<file path="src/rtl/logic_cfg_pkg.sv">
// Shared types and default widths for the LUT configuration loader.
package logic_cfg_pkg;

    localparam int unsigned DEF_WORD_W = 16;
    localparam int unsigned FRAME_BITS = DEF_WORD_W + 1;

    typedef enum logic [1:0] {
        ST_IDLE  = 2'd0,
        ST_SHIFT = 2'd1,
        ST_ERROR = 2'd2
    } state_e;

endpackage

</file>
<file path="src/rtl/cfg_word_deser.sv">
// Serial-to-parallel deserializer for one cell frame: WORD_W data bits LSB first,
// then one even-parity bit. word/parity_ok are meaningful while word_done is high.
module cfg_word_deser
    import logic_cfg_pkg::*;
#(
    parameter int unsigned WORD_W = DEF_WORD_W
) (
    input  logic              clk,
    input  logic              rst,
    input  logic              clr,
    input  logic              beat,
    input  logic              bit_in,
    output logic              word_done,
    output logic              parity_ok,
    output logic [WORD_W-1:0] word
);

    localparam int unsigned FW = WORD_W + 1;
    localparam int unsigned CW = $clog2(FW);

    logic [FW-1:0] shift_q;
    logic [CW-1:0] bit_cnt_q;
    logic          parity_q;
    logic          last_beat;
    logic          unused_lsb;

    // Data enters at the MSB and walks down, so after WORD_W beats bit 0 of the word sits at shift_q[1].
    assign last_beat  = (bit_cnt_q == CW'(WORD_W));
    assign word_done  = beat && last_beat;
    assign parity_ok  = ~(parity_q ^ bit_in);
    assign word       = shift_q[FW-1:1];
    assign unused_lsb = shift_q[0];

    always_ff @(posedge clk) begin
        if (rst || clr) begin
            shift_q   <= '0;
            bit_cnt_q <= '0;
            parity_q  <= 1'b0;
        end else if (beat) begin
            if (last_beat) begin
                shift_q   <= '0;
                bit_cnt_q <= '0;
                parity_q  <= 1'b0;
            end else begin
                shift_q   <= {bit_in, shift_q[FW-1:1]};
                bit_cnt_q <= bit_cnt_q + CW'(1);
                parity_q  <= parity_q ^ bit_in;
            end
        end
    end

endmodule

</file>
<file path="src/rtl/logic_cfg_loader.sv">
// Frame loader: collects NUM_CELLS parity-checked words into a shadow buffer and
// commits them atomically to lFragBitInfo.
module logic_cfg_loader
    import logic_cfg_pkg::*;
#(
    parameter int unsigned NUM_CELLS = 4,
    parameter int unsigned WORD_W    = DEF_WORD_W
) (
    input  logic                          QCK,
    input  logic                          QRT,
    input  logic                          LOAD_START,
    input  logic                          CFG_VALID,
    input  logic                          CFG_DATA,
    output logic                          CFG_READY,
    output logic [NUM_CELLS*WORD_W-1:0]   lFragBitInfo,
    output logic                          CFG_DONE,
    output logic                          CFG_ERR
);

    localparam int unsigned CNT_W   = (NUM_CELLS > 1) ? $clog2(NUM_CELLS) : 1;
    localparam int unsigned TOTAL_W = NUM_CELLS * WORD_W;

    state_e               state_q, state_nxt;
    logic [CNT_W-1:0]     word_cnt_q;
    logic [TOTAL_W-1:0]   shadow_q;
    logic [TOTAL_W-1:0]   commit_val;
    logic [WORD_W-1:0]    word;
    logic                 word_done, parity_ok, last_cell;
    logic                 accept_c, restart_c, shadow_wr_c, commit_c, err_set_c;

    // A restart request wins over a beat presented in the same cycle.
    assign accept_c  = (state_q == ST_SHIFT) && CFG_VALID && !LOAD_START;
    assign last_cell = (word_cnt_q == CNT_W'(NUM_CELLS - 1));

    cfg_word_deser #(.WORD_W(WORD_W)) u_deser (
        .clk       (QCK),
        .rst       (QRT),
        .clr       (restart_c),
        .beat      (accept_c),
        .bit_in    (CFG_DATA),
        .word_done (word_done),
        .parity_ok (parity_ok),
        .word      (word)
    );

    always_ff @(posedge QCK) begin
        if (QRT) state_q <= ST_IDLE;
        else     state_q <= state_nxt;
    end

    always_comb begin
        state_nxt   = state_q;
        restart_c   = 1'b0;
        shadow_wr_c = 1'b0;
        commit_c    = 1'b0;
        err_set_c   = 1'b0;
        unique case (state_q)
            ST_IDLE: begin
                if (LOAD_START) begin
                    restart_c = 1'b1;
                    state_nxt = ST_SHIFT;
                end
            end
            ST_SHIFT: begin
                if (LOAD_START) begin
                    restart_c = 1'b1;
                end else if (word_done) begin
                    if (!parity_ok) begin
                        err_set_c = 1'b1;
                        state_nxt = ST_ERROR;
                    end else if (last_cell) begin
                        commit_c  = 1'b1;
                        state_nxt = ST_IDLE;
                    end else begin
                        shadow_wr_c = 1'b1;
                    end
                end
            end
            ST_ERROR: begin
                if (LOAD_START) begin
                    restart_c = 1'b1;
                    state_nxt = ST_SHIFT;
                end
            end
            default: state_nxt = ST_IDLE;
        endcase
    end

    // The final cell goes straight from the deserializer into the commit image.
    always_comb begin
        commit_val = shadow_q;
        commit_val[(NUM_CELLS-1)*WORD_W +: WORD_W] = word;
    end

    always_ff @(posedge QCK) begin
        if (QRT) begin
            word_cnt_q   <= '0;
            shadow_q     <= '0;
            lFragBitInfo <= '0;
            CFG_DONE     <= 1'b0;
            CFG_ERR      <= 1'b0;
            CFG_READY    <= 1'b0;
        end else begin
            CFG_DONE  <= commit_c;
            CFG_READY <= (state_nxt == ST_SHIFT);
            if (restart_c) begin
                word_cnt_q <= '0;
                shadow_q   <= '0;
                CFG_ERR    <= 1'b0;
            end else if (shadow_wr_c) begin
                for (int k = 0; k < NUM_CELLS; k++) begin
                    if (word_cnt_q == CNT_W'(k)) shadow_q[k*WORD_W +: WORD_W] <= word;
                end
                word_cnt_q <= word_cnt_q + CNT_W'(1);
            end else if (commit_c) begin
                lFragBitInfo <= commit_val;
                word_cnt_q   <= '0;
                shadow_q     <= '0;
            end else if (err_set_c) begin
                CFG_ERR    <= 1'b1;
                word_cnt_q <= '0;
                shadow_q   <= '0;
            end
        end
    end

endmodule

</file>
<file path="config.mk">
export PLATFORM = sky130hd
export DESIGN_NAME = logic_cfg_loader
export DESIGN_NICKNAME = d
export VERILOG_FILES = /design/src/rtl/logic_cfg_pkg.sv /design/src/rtl/cfg_word_deser.sv /design/src/rtl/logic_cfg_loader.sv
export SDC_FILE = /design/constraint.sdc
export NUM_CORES = 1
export LEC_CHECK = 0
export CORE_ASPECT_RATIO = 0.7
export CORE_UTILIZATION = 48
export CTS_CLUSTER_DIAMETER = 200
export DETAILED_ROUTE_END_ITERATION = 8
export GPL_ROUTABILITY_DRIVEN = 0
export GPL_TIMING_DRIVEN = 0
export PLACE_DENSITY_LB_ADDON = 0.08
export RECOVER_POWER = 100
export SYNTH_ARGS = -nofsm -noshare
export SYNTH_HDL_FRONTEND = slang
export SYNTH_SLANG_ARGS = --single-unit
export TNS_END_PERCENT = 20
</file>
<file path="constraint.sdc">
create_clock -name QCK -period 1.85 [get_ports QCK]
set_input_delay 0.4625 -clock QCK [delete_from_list [all_inputs] [get_ports QCK]]
set_output_delay 0.4625 -clock QCK [all_outputs]
set_load 0.02 [all_outputs]
</file>
==> flow_summary.ini, run 1 <==
[status]
outcome = finished, final reports clean

[routing]
final_antenna_net_count = 0
wl_microns = 13100
viasPerCell = 5.56
vias = 4277
drt-wirelength-per-cell_microns = 17.0
first_pass_iters = 5
drc = 0
drt_iter0_markers = 306

[worst_setup_path]
crit_start = lFragBitInfo[56]
reg2reg_to = shadow_q[45]
endpoint_kind = primary output
r2r-start = word_cnt_q[0]
cp-endpoint = lFragBitInfo[56]
cpMaxStageDelayCell = clkdlybuf4s50_1
critPathMaxFanout = 2
arrival_ns = 1.36
reg2reg_depth = 6
path_class = register to primary output
worst-path-stages = 1
critPathMaxStageDelay_ns = 0.61
path_cells = clkdlybuf4s50_1
ff2ff_setup_slack_ns = 0.05
crit_required_ns = 1.39
crit_family = buffers and inverters
critical_path_buf_inv_count = 1
start_kind = register

[final_layout]
final_nets = 641
final_cell_mix = 169 x nand2_1, 139 x dfxtp_1, 84 x a21oi_1, 51 x clkbuf_1, 48 x a32o_1
drive_gt1_frac = 0.120
antenna_cells = 0
area_growth_pct = 26.3
final_common_cell = nand2_1

[sta]
setup_tns_ns = 0
clock_skew_ns = 0.00770
fin_crit_sh = 0.985
slew-limit-headroom = 0.601
setup_viol = 0
fmax_mhz = 549
slew_violations = 0
holdWs_ns = 0.450
worstMarginPinSlew_ns = 0.598
finalHoldViolations = 0
min_period_ns = 1.82
worst_slack_ns = 0.0281

[placement]
place_hpwl_microns = 8690
pre_cts_slack_ns = -0.595
numPortBuffers = 70

[global_route]
grt_use_total = 0.252
grt_max_degree = 17
grt_pass1_vias = 3827
grt-ovfl-total = 0
antenna_found_initial = 0
grt_pass1_wl_microns = 19800

[synth]
yosysTopAreaCell = dfxtp_1
synthTopCellsByArea = dfxtp_1 57%, nand2_1 13%, a32o_1 9.7%
syn_nets = 549
ys_seq_area_frac = 0.568
synth.avg_cell_area_sq_um = 9.24
ys_seq_elements = 141
syn_area_sq_um = 4970
ys_types = 28
yosysWarnings = 0
syn_inst = 538
synth_top_cell_area_share = 0.568

[clock_tree]
cts_num_sinks = 141
cts_tree = yes
cts_buffer_depth = 2
clk_pin_slew_ns = 0.05
numCtsBuffers = 17
cts_hold_buf = 0
htreeDepth = 4
root_buffer = clkbuf_16
clk_latency_ns = 0.42

[floorplan]
die_height_microns = 87.1
core_area_sq_um = 9870
die_w_microns = 124
pin_count = 72
initial_core_util = 0.503
dieArea_sq_um = 10800
row_count = 30

[power]
power_density_nw_per_um2 = 992
power_mw = 6.23
peakVddDrop_mv = 0.629
p_leak_nw = 2.14

[flow_run]
maxCapViolations = 0

[hold_path]
hp-class = register to register
## report_power, final
part           switching (mW)  internal (mW)  leakage (nW)
registers             0.00357           3.04          1.14
logic                   0.109         0.0366         0.746
clock network            1.19           1.85         0.262
total                    1.30           4.92          2.14
## cells in the mapped netlist
| library cell | instances |
|---|---|
| dfxtp_1 | 141 |
| or2b_1 | 1 |
| xnor2_1 | 1 |
| or3_1 | 3 |
| o22ai_1 | 1 |
| ha_1 | 6 |
| xor2_1 | 5 |
| nand4_1 | 4 |
| buf_2 | 14 |
| buf_6 | 7 |
| nand3_1 | 2 |
| o21ai_0 | 2 |
| nor2_1 | 8 |
| a21oi_1 | 87 |
| and3_1 | 3 |
| clkbuf_1 | 13 |
| and4bb_2 | 1 |
| and3b_1 | 1 |
| nor2b_1 | 1 |
| nand2_1 | 169 |
| and4bb_4 | 1 |
| and2_4 | 1 |
| inv_1 | 5 |
| a32o_1 | 48 |
| and4_1 | 1 |
| a21o_1 | 1 |
| buf_1 | 8 |
| a21oi_2 | 3 |
## flip-flops by register name, indices dropped and copies added, names as in the netlist
signal             count
u_deser.shift_q       16
u_deser.parity_q       1
shadow_q              48
CFG_ERR                1
CFG_DONE               1
CFG_READY              1
word_cnt_q             2
state_q                2
u_deser.bit_cnt_q      5
lFragBitInfo          64
## worst reg2reg max path, cell delays in order, from the launching register on
cell     delay [ns]
dfxtp_1        0.37
inv_1          0.11
ha_1           0.23
or3_1          0.41
a21oi_4        0.30
buf_6          0.19
a32o_1         0.14
## per-layer routing
metal | vias to the layer above | wire length (microns) | track usage
met5 | - | 0 | 0
met4 | 0 | 255 | 0.0986
met3 | 28 | 896 | 0.0798
met2 | 142 | 5940 | 0.380
met1 | 2063 | 6020 | 0.336
li1 | 2044 | - | -
## final cells by class
class                           count  area [sq um]
Fill cell                         870          3590
Inverter                            5          18.8
Clock buffer                       21           450
Tap cell                          128           160
Clock inverter                      9          72.6
Sequential cell                   141          2830
Timing Repair Buffer               75           512
Multi-Input combinational cell    350          1960
Buffer                             40           278
## how the worst min path moves through the flow
stage                       end  cells after the start        startpoint
6_report       lFragBitInfo[53]                      2  lFragBitInfo[53]
3_5_place_dp   lFragBitInfo[37]                      2  lFragBitInfo[37]
2_1_floorplan   lFragBitInfo[0]                      2       shadow_q[0]
3_3_place_gp   lFragBitInfo[10]                      2  lFragBitInfo[10]
4_1_cts         lFragBitInfo[5]                      2   lFragBitInfo[5]
5_1_grt         lFragBitInfo[8]                      2       shadow_q[8]
## what timing repair did
| action | in CTS | in global routing |
|---|---|---|
| setup endpoints to repair | 114 | 141 |
| cloned | 0 | 1 |
| hold endpoints to repair | 0 | 0 |
| pin swaps | 0 | 13 |
| gates resized for setup | 20 | 69 |
| setup buffers | 3 | 1 |
## cell families after synthesis
kind of cell	synth area share
simple gates	0.162
xor+xnor	0.0106
buf+inv	0.0496
fa+ha+maj	0.0151
compound gates	0.194
flops	0.568
## per-stage QoR
stage / utilization / cell area [sq um] / cells
floorplan: - / 4970 / 538
global placement: 0.590 / 5830 / 736
detailed placement: 0.590 / 5830 / 736
CTS: 0.649 / 6410 / 768
global route: 0.636 / 6280 / 769
finish: 0.636 / 6280 / 769
(Power assumes the default switching activity.)
==> inputs of run 2 (changes only) <==
--- a/config.mk
+++ b/config.mk
@@ -6,7 +6,7 @@
 export NUM_CORES = 1
 export LEC_CHECK = 0
 export CORE_ASPECT_RATIO = 0.7
-export CORE_UTILIZATION = 48
+export CORE_UTILIZATION = 53
 export CTS_CLUSTER_DIAMETER = 200
 export DETAILED_ROUTE_END_ITERATION = 8
 export GPL_ROUTABILITY_DRIVEN = 0
==> constraint.sdc (replaced) <==
create_clock -name QCK -period 2 [get_ports QCK]
set_input_delay 0.5 -clock QCK [delete_from_list [all_inputs] [get_ports QCK]]
set_output_delay 0.5 -clock QCK [all_outputs]
set_load 0.02 [all_outputs]
==> run 2 against run 1 <==
The run now ends with design-rule violations left. Highest routed layer unchanged. Final cell count decreased by 0.78%. Via count decreased by 2.0%. Critical path depth increased by 5. Hold slack got worse by 0.0020 ns. Clock skew decreased by 0.0012 ns. Combinational power decreased by 10%. Routed wire length decreased by 6.4%. Largest power group is now clock. First-iteration DRC count decreased by 15%. Die area decreased by 9.3%. Sequential power decreased by 7.5%.
==> flow_summary.ini, run 2 (same netlist as run 1, synthesis figures left out) <==
[status]
outcome = finished with violations
violations = design-rule violations

[clock_tree]
clk_pin_slew_ns = 0.06
htreeDepth = 4
ctsResizeCount = 5
cts_buffer_depth = 2
cts_hold_buf = 0
root_buffer = clkbuf_16
postCtsSetupRepairBufs = 0
clk_latency_ns = 0.41
cts_tree = yes
cts_num_sinks = 141
numCtsBuffers = 17

[worst_setup_path]
path_cells = clkdlybuf4s50_1 > xor2_2 > or3_1 > a21oi_4 > clkbuf_4 > a32o_1
start_kind = primary input
crit_family = buffers and inverters
cpMaxStageDelayCell = clkdlybuf4s50_1
crit_required_ns = 2.35
arrival_ns = 2.31
reg2reg_depth = 9
critPathMaxFanout = 10
r2r-start = u_deser.bit_cnt_q[0]
endpoint_kind = register
ff2ff_setup_slack_ns = 0.06
crit_start = CFG_DATA
critical_path_buf_inv_count = 2
reg2reg_to = shadow_q[25]
critPathMaxStageDelay_ns = 0.52
path_class = primary input to register

[hold_path]
whs_path_depth = 2
hold_end = lFragBitInfo[29]
hp-class = register to register
holdCritStartpoint = shadow_q[29]

[sta]
setup_viol = 0
finalHoldViolations = 0
min_period_ns = 1.95
worstMarginPinSlew_ns = 0.616
slew_violations = 0
fin_crit_sh = 0.976
clock_skew_ns = 0.00651
slew-limit-headroom = 0.589
holdWs_ns = 0.448
rsz0062_at_grt = yes
fmax_mhz = 512

[final_layout]
top_regs = lFragBitInfo (64), shadow_q (48), u_deser.shift_q (16)
antenna_cells = 0
drive_gt1_frac = 0.100
final_common_cell = nand2_1
top_register = lFragBitInfo
final_cell_mix = 169 x nand2_1, 139 x dfxtp_1, 86 x a21oi_1, 69 x clkdlybuf4s50_1, 48 x a32o_1
area_growth_pct = 30.1
final_util = 0.713
final_nets = 638
largest_reg_flops = 64

[routing]
wl_microns = 12300
drc = 2
first_pass_iters = 7
viasPerCell = 5.49
drt_iter0_markers = 260
drt-wirelength-per-cell_microns = 16.1
vias = 4191
final_antenna_net_count = 0

[power]
p_sw_mw = 1.22
power_mw = 6.03
power_frac_clock = 0.511
p_comb_frac = 0.022
power_density_nw_per_um2 = 932
p_int_mw = 4.81
p_leak_nw = 2.20
peakVddDrop_mv = 0.813
p_seq_frac = 0.467
switching_share = 0.202

[floorplan]
pin_count = 72
row_count = 29
core_area_sq_um = 9070
die_height_microns = 83.0
dieArea_sq_um = 9770
initial_core_util = 0.548
die_w_microns = 118

[global_route]
antenna_found_initial = 0
grt_use_total = 0.257
grt_pass1_wl_microns = 19500
grt-ovfl-total = 0
grt_max_degree = 17
grt_pass1_vias = 3881

[placement]
place_hpwl_microns = 8200
numPortBuffers = 70

[flow_run]
maxCapViolations = 0
[run 2: cell count changes in the layout (fill, tap and decap cells not counted), sizes merged]
cell / before / now
dlygate4sd2: 4 / 1
buf: 22 / 24
clkbuf: 79 / 44
bufinv: 1 / 2
clkdlybuf4s50: 31 / 69
clkinv: 7 / 2
[run 2: metrics by stage]
stage | instance area (sq um) | setup TNS (ns) | instances | setup WS (ns)
after floorplan | 4970 | 0 | 538 | 0.155
after global placement | 5820 | -45.32 | 732 | -0.466
after detailed placement | 5820 | -48.50 | 732 | -0.497
after CTS | 6420 | 0 | 763 | 0.0107
after global routing | 6470 | -0.0309 | 763 | -0.00954
final | 6470 | 0 | 763 | 0.0470
[run 2: worst max path at each step]
stage                     slack, ns          endpoint  cells after the start
final                          0.05      shadow_q[44]                      6
after detailed placement      -0.50  lFragBitInfo[52]                      7
after global placement        -0.47  lFragBitInfo[46]                      7
after global routing          -0.01  lFragBitInfo[23]                      7
after floorplan                0.15       shadow_q[0]                      9
after CTS                      0.01      shadow_q[44]                      9
[run 2: layout make-up]
class	instances	area, sq um
buffer	42	241
clock buffer	26	499
clock inverter	5	81.3
fill	704	2610
inverter	5	18.8
multi-input combinational	350	1950
sequential	141	2830
tap	124	155
timing repair buffer	70	699
[run 2: routing by layer]
metal	vias up	part of all wire	GRT usage
met5	-	0	0
met4	0	0.013	0.0851
met3	14	0.064	0.0707
met2	139	0.44	0.396
met1	1991	0.48	0.350
li1	2047	-	-
[run 2: tightest hold or removal path: cells and delay by family, from the launching register on]
kind	cells	cell delay [ns]
compound gates	1	0.05
simple gates	1	0.05
flops	1	0.30
[run 2: power groups by stage]
stage | logic [mW] | clock network, mW | registers [mW]
CTS | 0.123 | 3.09 | 2.82
global route | 0.141 | 3.22 | 2.82
floorplan | 0.0776 | 0 | 2.88
global placement | 0.120 | 0 | 2.88
detailed placement | 0.122 | 0 | 2.88
finish | 0.131 | 3.08 | 2.82
==> inputs of run 3 (changes only) <==
--- a/config.mk
+++ b/config.mk
@@ -5,6 +5,7 @@
 export SDC_FILE = /design/constraint.sdc
 export NUM_CORES = 1
 export LEC_CHECK = 0
+export CAP_MARGIN = 20
 export CORE_ASPECT_RATIO = 0.7
 export CORE_UTILIZATION = 53
 export CTS_CLUSTER_DIAMETER = 200
==> results of run 3 <==
The final DEF is identical to that of run 2; final timing and power are the same.
